===== src/rtl/error_tolerant_key_loader32.sv =====
// Serial key loader: shifts in KEY_W bits LSB first plus an even-parity bit,
// commits the key to keyinput_o only when parity checks, otherwise flags an error.
module error_tolerant_key_loader32 #(
    parameter int unsigned KEY_W = 32
) (
    input  logic             clk_i,
    input  logic             rst_ni,
    input  logic             key_start_i,
    input  logic             key_svalid_i,
    input  logic             key_sdata_i,
    input  logic             key_clear_i,
    output logic [KEY_W-1:0] keyinput_o,
    output logic             key_valid_o,
    output logic             key_busy_o,
    output logic             key_done_o,
    output logic             key_err_o
);

    localparam int unsigned CNT_W = $clog2(KEY_W + 1);

    typedef enum logic [1:0] {
        ST_IDLE,
        ST_SHIFT,
        ST_CHECK
    } state_t;

    state_t           state_q, state_d;
    logic [CNT_W-1:0] cnt_q, cnt_d;
    logic [KEY_W-1:0] shreg_q, shreg_d;
    logic [KEY_W-1:0] key_d;
    logic             par_q, par_d;
    logic             valid_d, done_d, err_d;

    always_ff @(posedge clk_i or negedge rst_ni) begin
        if (!rst_ni) begin
            state_q <= ST_IDLE;
        end else begin
            state_q <= state_d;
        end
    end

    always_ff @(posedge clk_i or negedge rst_ni) begin
        if (!rst_ni) begin
            cnt_q       <= '0;
            shreg_q     <= '0;
            par_q       <= 1'b0;
            keyinput_o  <= '0;
            key_valid_o <= 1'b0;
            key_done_o  <= 1'b0;
            key_err_o   <= 1'b0;
        end else begin
            cnt_q       <= cnt_d;
            shreg_q     <= shreg_d;
            par_q       <= par_d;
            keyinput_o  <= key_d;
            key_valid_o <= valid_d;
            key_done_o  <= done_d;
            key_err_o   <= err_d;
        end
    end

    always_comb begin
        state_d = state_q;
        cnt_d   = cnt_q;
        shreg_d = shreg_q;
        par_d   = par_q;
        key_d   = keyinput_o;
        valid_d = key_valid_o;
        done_d  = 1'b0;
        err_d   = key_err_o;

        if (key_clear_i) begin
            state_d = ST_IDLE;
            cnt_d   = '0;
            shreg_d = '0;
            key_d   = '0;
            valid_d = 1'b0;
            err_d   = 1'b0;
        end else begin
            unique case (state_q)
                ST_IDLE: begin
                    if (key_start_i) begin
                        state_d = ST_SHIFT;
                        cnt_d   = '0;
                        shreg_d = '0;
                        err_d   = 1'b0;
                    end
                end
                ST_SHIFT: begin
                    // A restart wins over a data bit presented in the same cycle.
                    if (key_start_i) begin
                        cnt_d   = '0;
                        shreg_d = '0;
                        err_d   = 1'b0;
                    end else if (key_svalid_i) begin
                        if (cnt_q == CNT_W'(KEY_W)) begin
                            par_d   = key_sdata_i;
                            state_d = ST_CHECK;
                        end else begin
                            shreg_d = shreg_q | (KEY_W'(key_sdata_i) << cnt_q);
                            cnt_d   = cnt_q + CNT_W'(1);
                        end
                    end
                end
                ST_CHECK: begin
                    state_d = ST_IDLE;
                    if ((^shreg_q ^ par_q) == 1'b0) begin
                        key_d   = shreg_q;
                        valid_d = 1'b1;
                        done_d  = 1'b1;
                    end else begin
                        err_d = 1'b1;
                    end
                end
                default: state_d = ST_IDLE;
            endcase
        end
    end

    assign key_busy_o = (state_q == ST_SHIFT) || (state_q == ST_CHECK);

endmodule


===== config.mk =====
export PLATFORM = sky130hd
export DESIGN_NAME = error_tolerant_key_loader32
export DESIGN_NICKNAME = d
export VERILOG_FILES = /design/src/rtl/error_tolerant_key_loader32.sv
export SDC_FILE = /design/constraint.sdc
export NUM_CORES = 1
export LEC_CHECK = 0
export CAP_MARGIN = 5
export CELL_PAD_IN_SITES_DETAIL_PLACEMENT = 1
export CELL_PAD_IN_SITES_GLOBAL_PLACEMENT = 2
export CORE_UTILIZATION = 36
export CTS_CLUSTER_SIZE = 20
export DETAILED_ROUTE_END_ITERATION = 12
export PLACE_DENSITY = 0.78
export SETUP_SLACK_MARGIN = 0.5
export SYNTH_ARGS = -nofsm -noshare
export SYNTH_HDL_FRONTEND = slang
export SYNTH_SLANG_ARGS = --single-unit
export TNS_END_PERCENT = 20

===== constraint.sdc =====
create_clock -name clk_i -period 2.8 [get_ports clk_i]
set_clock_uncertainty 0.05 [all_clocks]
set_input_delay 0.42 -clock clk_i [delete_from_list [all_inputs] [get_ports clk_i]]
set_output_delay 0.42 -clock clk_i [all_outputs]
set_load 0.02 [all_outputs]

Yosys cells after proc, flatten, opt, wreduce, memory -nomap -nowiden --
Index checks and enable logic that the tools add are counted.
Word-level totals: bits in registers 76, input port bits 6, output and inout bits 36, word-level logic and storage cells 69
Cells by class: add/subtract/negate cells 1, equality and inequality tests 12, shifts and indexed selects 1, mux-type cells 31, bitwise logic cells 4, reductions and logical operators 12
Operator list (count):
- 32-bit two-way mux | 8
- 32-bit case mux with 2 select lines | 1
- 32-bit OR | 1
- 32-bit parity | 1
- 1-bit by 6-bit left shift with 32-bit output | 1
- 6-bit two-way mux | 5
- 3-bit inequality test (second input constant) | 5
- 6-bit case mux with 2 select lines | 1
- 2-bit two-way mux | 5
- 1-bit two-way mux | 9
- 4-bit inequality test (second input constant) | 2
- 4-bit AND reduction | 2
- 6-bit by 1-bit adder with 6-bit output (second input constant) | 1
- 6-bit == test (second input constant) | 1
- 3-bit nonzero test | 2
- 5-bit AND reduction | 1
- 2-bit case mux with 2 select lines | 1
- 3-bit by 1-bit inequality test with 1-bit output (second input constant) | 1
- 3-bit AND reduction | 1
- 2-bit by 1-bit == test with 1-bit output (second input constant) | 1
- 2-bit == test (second input constant) | 1
- 2-bit zero test | 1
- 2-bit inequality test (second input constant) | 1
- 1-bit inverter | 2
- other kinds (6) | 6

Longest topological paths before layout --
depth after elaboration 7, gate-level depth with buffers 9, mapped depth without buffers 7

Worst setup path before layout --
Ideal clock, no wire load.
path kind register -> register, from register shreg_q[22], to register keyinput_o[10], library setup time 0.079 ns, arrival time 2.071 ns, required time 2.671 ns, path slack 0.600 ns, stages on the path, launching flop included 8, path buffers 1, period minus slack after synthesis 2.200 ns, cell sequence dfrtp_1 xor2_1 xnor2_1 xnor2_2 xnor3_2 mux2i_4 buf_8 mux2i_1
Between the ends: longest elaborated chain between the ends 4
Ends and longest elaborated chain:
- start, declared | RTL line 29 | logic [KEY_W-1:0] shreg_q, shreg_d;
- start signal, assigned | RTL line 53 | shreg_q <= shreg_d;
- 32-bit parity | RTL line 107 | if ((^shreg_q ^ par_q) == 1'b0) begin
- 1-bit XOR | RTL line 107
- 2-bit inequality test (no line)
- 2-bit AND reduction (no line)
- end signal, assigned | RTL line 55 | keyinput_o <= key_d;
- end, declared | RTL line 12 | output logic [KEY_W-1:0] keyinput_o,
Every way passes these cells. A chain may end at the register's enable or synchronous reset.

Final worst setup path --
from register shreg_q[1], to register keyinput_o[2]
The elaborated chain is that of the path after synthesis.

==> flow_summary.ini <==
[yosys]
yosysTopAreaCell = dfrtp_1
synth_compound_area_share_pct = 8.81
yosysUniqueCellTypes = 41
synth_fp_nets = 383
synth_top_family_by_area = simple AND/OR/NAND/NOR gates
syn-instance-count = 371
ys_seq_area_share_pct = 50.7
synthSimpleGateAreaFrac_pct = 16.0
synth_common_cells = dfrtp_1 (76), nand2_1 (72), nor2_1 (39), mux2i_1 (33), a31oi_1 (31)
ys_ff_latch = 76
muxShareOfSynthArea_pct = 10.0
async_flop_share_pct = 100
synth-xor-area-share_pct = 8.21
netlist_area_sq_um = 3750
synth.avg_cell_area_sq_um = 10.1
synth_top_cell_area_share_pct = 50.7
synth.area.top_cells = dfrtp_1 (51%), mux2i_1 (8.8%), nand2_1 (7.2%), xnor2_1 (6.1%), a31oi_1 (5.2%)
synth-edff-count = 0
synth-main-ff-cell = dfrtp_1
yosysWarnings = 0
synth_fa_ha_area_share_pct = 2.00
yosysMostFrequentCell = dfrtp_1

[route]
wl_per_cell_um = 16.4
routed_wirelength_mm = 9.11
dr.first_iter.drc_count = 130
dr.pass1.iters = 6
drc_errors = 0
viasPerCell = 5.04
vias = 2797
ant_nets = 0

[layout]
fillers = 1103
utilization_pct = 47.3
stdcell_count = 555
seq_area_sq_um = 1900
n_antenna_cell = 0
finalInstanceArea_sq_um = 4700
nets = 429
multiInputGateArea_sq_um = 1730
drive_gt1_share_pct = 10.7
syn2layout_area_growth_pct = 25.5

[global_routing]
grt_pass1_vias = 2968
track_usage_pct = 18.0
grt_pass1_wl_mm = 15.4
grt_max_degree = 77
globalRouteOverflowTotal = 0
antenna_found_initial = 0

[placement]
place_ws_ns = 0.338
port_buffers = 41
place_inst = 531
post_dp_cell_area_sq_um = 4260
gp_congestion = 0.697
dpl.hpwl_mm = 5.95

[floorplan]
core_area_sq_um = 9950
die_w_um = 104
io_pins = 42
row_count = 36
die_h_um = 104
dieArea_sq_um = 10800
initial_utilization_pct = 37.7

[power]
powerDensity_nw_per_um2 = 513
ir_worst_vdd_mv = 0.286
totalPowerFinal_mw = 2.41
p_leak_nw = 1.91

[cts]
clock-root-buffer = clkbuf_8
numCtsBuffers = 9
cts_num_sinks = 76
cts_hold_buf = 0
cts_htree_levels = 3
cts_tree = yes
cts.clk_slew.worst_paths_ns = 0.08
clock_path_buffers = 2
clock_latency_ns = 0.35

[critical_path]
endpoint_kind = register
critical_path_class = register to register
critPathArrivalTime_ns = 2.53
critPathLaunchType = register
critPathMaxFanout = 13
cp_data_required_time_ns = 3.02
ff2ff_setup_slack_ns = 0.49

[sta]
tightest_slew_ns = 0.997
fmax_ghz = 0.433
setup_tns_ns = 0
max_slew_margin_pct = 33.6
whs_ns = 0.180
layout_min_cycle_time_ns = 2.31
fin_crit_sh_pct = 82.5
rsz0062_at_grt = yes
worst_slack_ns = 0.490
slew_viol_final = 0
finalSetupViolCount = 0
hold_violations = 0

[hold_path]
hp-class = input port to asynchronous set/reset pin

[status]
status = finished clean

[flow_run]
cap_violations = 0
[critical path, stage by stage, from the launching register on]
cell	delay, ns
dfrtp_2	0.44
xnor2_2	0.16
xnor2_2	0.15
xnor2_1	0.22
xnor3_2	0.50
mux2i_4	0.20
buf_12	0.15
buf_12	0.15
mux2i_1	0.20
[state kept, by name, indices dropped and copies added (netlist names)]
register and flops:
shreg_q 32, par_q 1, key_err_o 1, cnt_q 6, key_done_o 1, state_q 2, key_valid_o 1, keyinput_o 32
[worst paths after layout]
path,startpoint,to,depth (start not counted)
setup / recovery,shreg_q[1],keyinput_o[2],8
hold / removal,rst_ni,key_valid_o,1
setup reg to reg,shreg_q[1],keyinput_o[2],8
hold reg to reg,key_valid_o,key_valid_o,1
max in group asynchronous,rst_ni,shreg_q[1],1
min in group clk_i,key_valid_o,key_valid_o,1
[power by group]
group          internal (mW)  total, mW  switching (mW)
Sequential              1.10       1.11         0.00639
Combinational         0.0624      0.188           0.126
Clock                  0.708       1.12           0.409
Total                   1.87       2.41           0.542
[cells by family (layout without fill, tap and decap cells)]
kind of cell	count (synthesis)	after routing
AOI/OAI and AO/OA	52	52
xor gates and xnor gates	31	31
adders and majority gates	6	6
buffers and inverters	30	81
DFF	76	76
muxes	36	36
and+or+nand+nor	140	140
[layout make-up]
| cell class | instances | area share, % |
|---|---|---|
| clock buffers | 12 | 3.09 |
| clock inverters | 4 | 2.55 |
| inverters | 6 | 0.479 |
| multi-input cells | 265 | 36.7 |
| flip-flops and latches | 76 | 40.5 |
| well taps | 133 | 3.54 |
| repair buffers | 59 | 13.2 |
[routing by layer]
| metal | up-vias | track usage, % | wire length (um) |
|---|---|---|---|
| li1 | 1344 | - | - |
| met1 | 1409 | 24.5 | 4430 |
| met2 | 38 | 28.8 | 4390 |
| met3 | 6 | 3.38 | 219 |
| met4 | 0 | 5.61 | 77 |
| met5 | - | 0 | 0 |
[cells in the final DEF, fill, tap and decap left out, types with 6 or more instances in the layout]
cell type         n
buf_4            13
xnor2_1          23
nand2_1          71
and3_1            6
clkdlybuf4s50_1  40
clkbuf_8         10
a31oi_1          31
nor2_1           39
mux2i_1          32
dfrtp_1          74
ha_1              6
nor3b_1           6
[timing repair]
action,in CTS,in global routing
gates resized for setup,5,9
cloned,0,3
endpoints found under the setup margin,35,50
setup buffers,0,5
pin swaps,1,6
Power figures use the tool's default switching activity.
